## config.mk

```make
export PLATFORM = sky130hd
export DESIGN_NAME = addsub_serial_flat
export DESIGN_NICKNAME = d
export VERILOG_FILES = /design/src/rtl/addsub_serial_if.sv /design/src/rtl/addsub_serial.sv /design/src/flat_wrapper.sv
export SDC_FILE = /design/constraint.sdc
export NUM_CORES = 1
export LEC_CHECK = 0
export CELL_PAD_IN_SITES_DETAIL_PLACEMENT = 1
export CELL_PAD_IN_SITES_GLOBAL_PLACEMENT = 1
export CORE_MARGIN = 2
export CORE_UTILIZATION = 44
export CTS_CLUSTER_DIAMETER = 150
export DETAILED_ROUTE_END_ITERATION = 16
export PLACE_DENSITY = 0.89
export SYNTH_ARGS = -nofsm -noshare
export SYNTH_HDL_FRONTEND = slang
export SYNTH_SLANG_ARGS = --single-unit
```

## constraint.sdc

```tcl
create_clock -name clk -period 2.55 [get_ports clk]
set_clock_uncertainty 0.15 [all_clocks]
set_input_delay 0.255 -clock clk [delete_from_list [all_inputs] [get_ports clk]]
set_output_delay 0.255 -clock clk [all_outputs]
set_load 0.05 [all_outputs]
```

## src/rtl/addsub_serial_if.sv

```systemverilog
// Handshake and operand/result bundle for the digit-serial adder/subtractor.
interface addsub_serial_if #(parameter int WIDTH = 8);
  logic             start;
  logic [WIDTH-1:0] A;
  logic [WIDTH-1:0] B;
  logic             AS;
  logic             busy;
  logic             done;
  logic [WIDTH-1:0] S;
  logic             Cout;
  logic             Ov;

  modport master (output start, A, B, AS, input busy, done, S, Cout, Ov);
  modport slave  (input start, A, B, AS, output busy, done, S, Cout, Ov);
endinterface

```

## src/rtl/addsub_serial.sv

```systemverilog
// Digit-serial two's-complement add/sub, DIGIT bits per cycle, LSB first.
// Optional saturation on signed overflow: define ADDSUB_SERIAL_SAT_EN.
//
// state | meaning
// IDLE  | waiting for start
// RUN   | one digit per clock through the shared slice
// DONE  | result valid, done pulse; start here chains the next op
module addsub_serial #(
  parameter int WIDTH = 8,
  parameter int DIGIT = 1
) (
  input  logic            clk,
  input  logic            rst,
  addsub_serial_if.slave  bus
);
  localparam int NDIG = WIDTH / DIGIT;
  localparam int CW   = (NDIG > 1) ? $clog2(NDIG) : 1;

  if (WIDTH < 2 || DIGIT < 1 || DIGIT > WIDTH || (WIDTH % DIGIT) != 0) begin : g_bad_params
    $fatal(1, "addsub_serial: illegal WIDTH/DIGIT combination");
  end

  typedef enum logic [1:0] {IDLE, RUN, DONE} state_t;

  state_t           state;
  logic [WIDTH-1:0] op_a;
  logic [WIDTH-1:0] op_b;
  logic             carry;
  logic [WIDTH-1:0] sum_sr;
  logic [CW-1:0]    cnt;
`ifdef ADDSUB_SERIAL_SAT_EN
  logic             a_msb;
  localparam logic [WIDTH-1:0] S_MAX = {1'b0, {(WIDTH-1){1'b1}}};
  localparam logic [WIDTH-1:0] S_MIN = {1'b1, {(WIDTH-1){1'b0}}};
`endif

  logic [DIGIT:0]       slice;
  logic [DIGIT-1:0]     dsum;
  logic                 c_next;
  logic                 c_into_msb;
  logic [WIDTH+DIGIT-1:0] sr_cat;
  logic [WIDTH-1:0]     sum_next;
  logic                 last;

  always_comb begin
    slice      = {1'b0, op_a[DIGIT-1:0]} + {1'b0, op_b[DIGIT-1:0]} + {{DIGIT{1'b0}}, carry};
    dsum       = slice[DIGIT-1:0];
    c_next     = slice[DIGIT];
    // carry into the top bit of the slice, recovered from its sum bit
    c_into_msb = dsum[DIGIT-1] ^ op_a[DIGIT-1] ^ op_b[DIGIT-1];
    sr_cat     = {dsum, sum_sr};
    sum_next   = sr_cat[WIDTH+DIGIT-1:DIGIT];
    last       = (cnt == CW'(NDIG - 1));
  end

  always_ff @(posedge clk or posedge rst) begin
    if (rst) begin
      state    <= IDLE;
      op_a     <= '0;
      op_b     <= '0;
      carry    <= 1'b0;
      sum_sr   <= '0;
      cnt      <= '0;
      bus.busy <= 1'b0;
      bus.done <= 1'b0;
      bus.S    <= '0;
      bus.Cout <= 1'b0;
      bus.Ov   <= 1'b0;
`ifdef ADDSUB_SERIAL_SAT_EN
      a_msb    <= 1'b0;
`endif
    end else begin
      case (state)
        IDLE, DONE: begin
          bus.done <= 1'b0;
          if (bus.start) begin
            op_a     <= bus.A;
            op_b     <= bus.B ^ {WIDTH{bus.AS}};
            carry    <= bus.AS;
            cnt      <= '0;
            bus.busy <= 1'b1;
            state    <= RUN;
`ifdef ADDSUB_SERIAL_SAT_EN
            a_msb    <= bus.A[WIDTH-1];
`endif
          end else begin
            state <= IDLE;
          end
        end
        RUN: begin
          op_a   <= op_a >> DIGIT;
          op_b   <= op_b >> DIGIT;
          carry  <= c_next;
          sum_sr <= sum_next;
          cnt    <= cnt + 1'b1;
          if (last) begin
            bus.busy <= 1'b0;
            bus.done <= 1'b1;
            bus.Cout <= c_next;
            bus.Ov   <= c_into_msb ^ c_next;
`ifdef ADDSUB_SERIAL_SAT_EN
            if (c_into_msb ^ c_next)
              bus.S <= a_msb ? S_MIN : S_MAX;
            else
              bus.S <= sum_next;
`else
            bus.S    <= sum_next;
`endif
            state    <= DONE;
          end
        end
        default: state <= IDLE;
      endcase
    end
  end
endmodule

```

## src/flat_wrapper.sv

```systemverilog
// flat-port wrapper written by rule: the top's interface ports become plain ports
module addsub_serial_flat 
#(
  parameter int WIDTH = 8,
  parameter int DIGIT = 1
)
  (clk, rst, bus_start, bus_A, bus_B, bus_AS, bus_busy, bus_done, bus_S, bus_Cout, bus_Ov);
  addsub_serial_if #(.WIDTH(WIDTH)) bus_i ();
  input  logic clk;
  input  logic rst;
  input wire logic [$bits(bus_i.start)-1:0] bus_start;
  input wire logic [$bits(bus_i.A)-1:0] bus_A;
  input wire logic [$bits(bus_i.B)-1:0] bus_B;
  input wire logic [$bits(bus_i.AS)-1:0] bus_AS;
  output wire logic [$bits(bus_i.busy)-1:0] bus_busy;
  output wire logic [$bits(bus_i.done)-1:0] bus_done;
  output wire logic [$bits(bus_i.S)-1:0] bus_S;
  output wire logic [$bits(bus_i.Cout)-1:0] bus_Cout;
  output wire logic [$bits(bus_i.Ov)-1:0] bus_Ov;
  assign bus_i.start = bus_start;
  assign bus_i.A = bus_A;
  assign bus_i.B = bus_B;
  assign bus_i.AS = bus_AS;
  assign bus_busy = bus_i.busy;
  assign bus_done = bus_i.done;
  assign bus_S = bus_i.S;
  assign bus_Cout = bus_i.Cout;
  assign bus_Ov = bus_i.Ov;
  addsub_serial #(.WIDTH(WIDTH), .DIGIT(DIGIT)) u_core (.clk(clk), .rst(rst), .bus(bus_i));
endmodule
```

==> results_dict.tcl <==
set metrics [dict create \
    cellPowerDensity_nw_per_um2 1380 \
    fin_crit_sh_pct 81.8 \
    cp_slowest_cell "nor2_1" \
    p_leak_nw 1.01 \
    synth_area_per_cell_um2 13.5 \
    drc 0 \
    start_kind "flip-flop" \
    htreeDepth 2 \
    rsz0062_at_grt "false" \
    synth.distinct_cells 22 \
    initial_core_util_pct 46.7 \
    slew_violations 0 \
    die-area_um2 4460 \
    cts.clk_slew.worst_paths_ns 0.08 \
    setup_viol 0 \
    routedWlPerCell_um 16.2 \
    clock_latency_ns 0.30 \
    fin_area_um2 2180 \
    cts_tree "built" \
    ys.warnings.count 0 \
    cp.required_ns 2.64 \
    timing.rr.start "u_core.state[0]$_DFFE_PP0P_" \
    hold_ws_ns 0.228 \
    syn-cell-area_um2 1730 \
    cts_resized 0 \
    grt_pass1_wl_um 5880 \
    portBuffers 31 \
    die_h_um 66.8 \
    layout_commonest_cell "dfrtp_1" \
    fp.dieW_um 66.8 \
    routed_wl_um 3390 \
    grt_antenna_before_repair 0 \
    post_cts_buffers 0 \
    synth_seq_cells 41 \
    path_cells "and2b_1 -> nor2_1 -> mux2_2" \
    post-route-util_pct 58.7 \
    rows 22 \
    gp_congestion 0.714 \
    drive_gt1_share_pct 17.4 \
    critPathArrivalTime_ns 2.17 \
    area_growth_pct 25.8 \
    dp_slack_ns 0.239 \
    netlist_instances 128 \
    criticalPathCategory "reg2reg" \
    dr_total_vias 1124 \
    critical-path-max-stage-delay_ns 0.94 \
    cts_num_sinks 41 \
    core_um2 3720 \
    max_clock_freq_ghz 0.479 \
    overflow 0 \
    track_usage_pct 18.2 \
    clockRootBuffer "clkbuf_8" \
    post-route-min-period_ns 2.09 \
    grt_max_degree 42 \
    crit_start "u_core.state[0]$_DFFE_PP0P_" \
    fin_ws_ns 0.464 \
    finalNetCount 183 \
    tightest_slew_ns 1.24 \
    hold_viol_final 0 \
    numCtsBuffers 5 \
    syn_nets 151 \
    grt_pass1_vias 1228 \
    most-common-layout-cells "dfrtp_1 (41), clkdlybuf4s50_1 (31), mux2_2 (17)" \
    io_pins 32 \
    ctsHoldBuffers 0 \
    clk_path_buf_depth 2 \
    run_status "completed" \
    cp_max_fo 20 \
    relSlewSlack_pct 16.8 \
    hold_class "in2async" \
    placedInstanceArea_um2 2070 \
    dpl.hpwl_um 2460 \
    seq_area_frac_synth_pct 59.2 \
    maxCapViolations 0 \
    viasPerCell 5.38 \
    final.setup.tns_ns 0 \
    diodes 0 \
    end_kind "flip-flop" \
    first_pass_iters 4 \
    vdd_drop_max_v 0.000372 \
    ant_nets 0 \
    drt-initial-drc-count 44 \
]
sequential cells by signal, indices dropped and copies added (netlist names):
signal	flops
u_core.bus.S	8
u_core.op_a	8
u_core.bus.Cout	1
u_core.bus.Ov	1
u_core.sum_sr	7
u_core.carry	1
u_core.bus.done	1
u_core.bus.busy	1
u_core.state	2
u_core.op_b	8
u_core.cnt	3
area by class of cell:
cell class | instances | area [um^2]
multi-input combinational | 75 | 637
timing repair buffer | 34 | 333
clock buffer | 5 | 68.8
tap | 48 | 60.1
fill | 373 | 1530
clock inverter | 3 | 46.3
inverter | 3 | 11.3
sequential | 41 | 1030
stage by stage:
stage	power (mW)	cells
5_1_grt	3.21	209
3_5_place_dp	2.51	201
3_3_place_gp	2.41	201
4_1_cts	3.05	209
6_report	3.02	209
2_1_floorplan	2.15	128
where the power goes:
| part | internal (mW) | switching [mW] | total (mW) |
|---|---|---|---|
| sequential | 0.957 | 0.195 | 1.15 |
| clock | 0.293 | 0.239 | 0.532 |
| combinational | 0.617 | 0.715 | 1.33 |
synth_stat cells, drive strengths merged:
master	n	share of area [%]
o21ai	2	0.58
dfrtp	41	59
xnor2	8	4.0
buf	8	3.2
and2b	1	0.43
nand2	3	0.65
a221o	7	4.0
fa	1	1.2
inv	3	0.65
xor2	1	0.51
nor2	10	2.2
nand2b	1	0.36
nand3b	1	0.43
ha	2	1.4
a22o	12	6.1
clkbuf	1	0.22
a21o	8	3.5
nor2b	1	0.36
mux2	17	11
final timing paths:
path / to / slack (ns) / cells after the start
max: u_core.cnt[0]$_DFFE_PP0P_ / 0.46 / 3
max reg2reg: u_core.cnt[0]$_DFFE_PP0P_ / 0.46 / 3
min: u_core.sum_sr[4]$_DFFE_PP0P_ / 0.23 / 3
min reg2reg: u_core.op_a[1]$_DFFE_PP0P_ / 0.34 / 1
min in group clk: u_core.op_a[1]$_DFFE_PP0P_ / 0.34 / 1
max in group asynchronous: u_core.op_b[4]$_DFFE_PP0P_ / 1.68 / 3
worst max-delay path: cells and delay by family, from the launching register on:
kind | cells | cell delay [ns]
and+or+nand+nor | 2 | 1.13
DFF | 1 | 0.42
muxes | 1 | 0.32
cell families (layout without fill, tap and decap cells):
kind of cell / count (synthesis) / in the layout / share of synthesized area [%]
DFF: 41 / 41 / 59.2
AOI/OAI and AO/OA: 29 / 29 / 14.1
muxes: 17 / 17 / 11.0
and+or+nand+nor: 17 / 17 / 4.40
buffers and inverters: 12 / 45 / 4.11
xor gates and xnor gates: 9 / 9 / 4.55
adders and majority gates: 3 / 3 / 2.60
per-layer routing:
layer,global-route usage [%],wire length (um),up-vias
li1,-,-,513
met1,21.8,1400,578
met2,30.9,1790,27
met3,4.05,130,6
met4,8.42,72,0
met5,0,0,-
(Power assumes the default switching activity.)
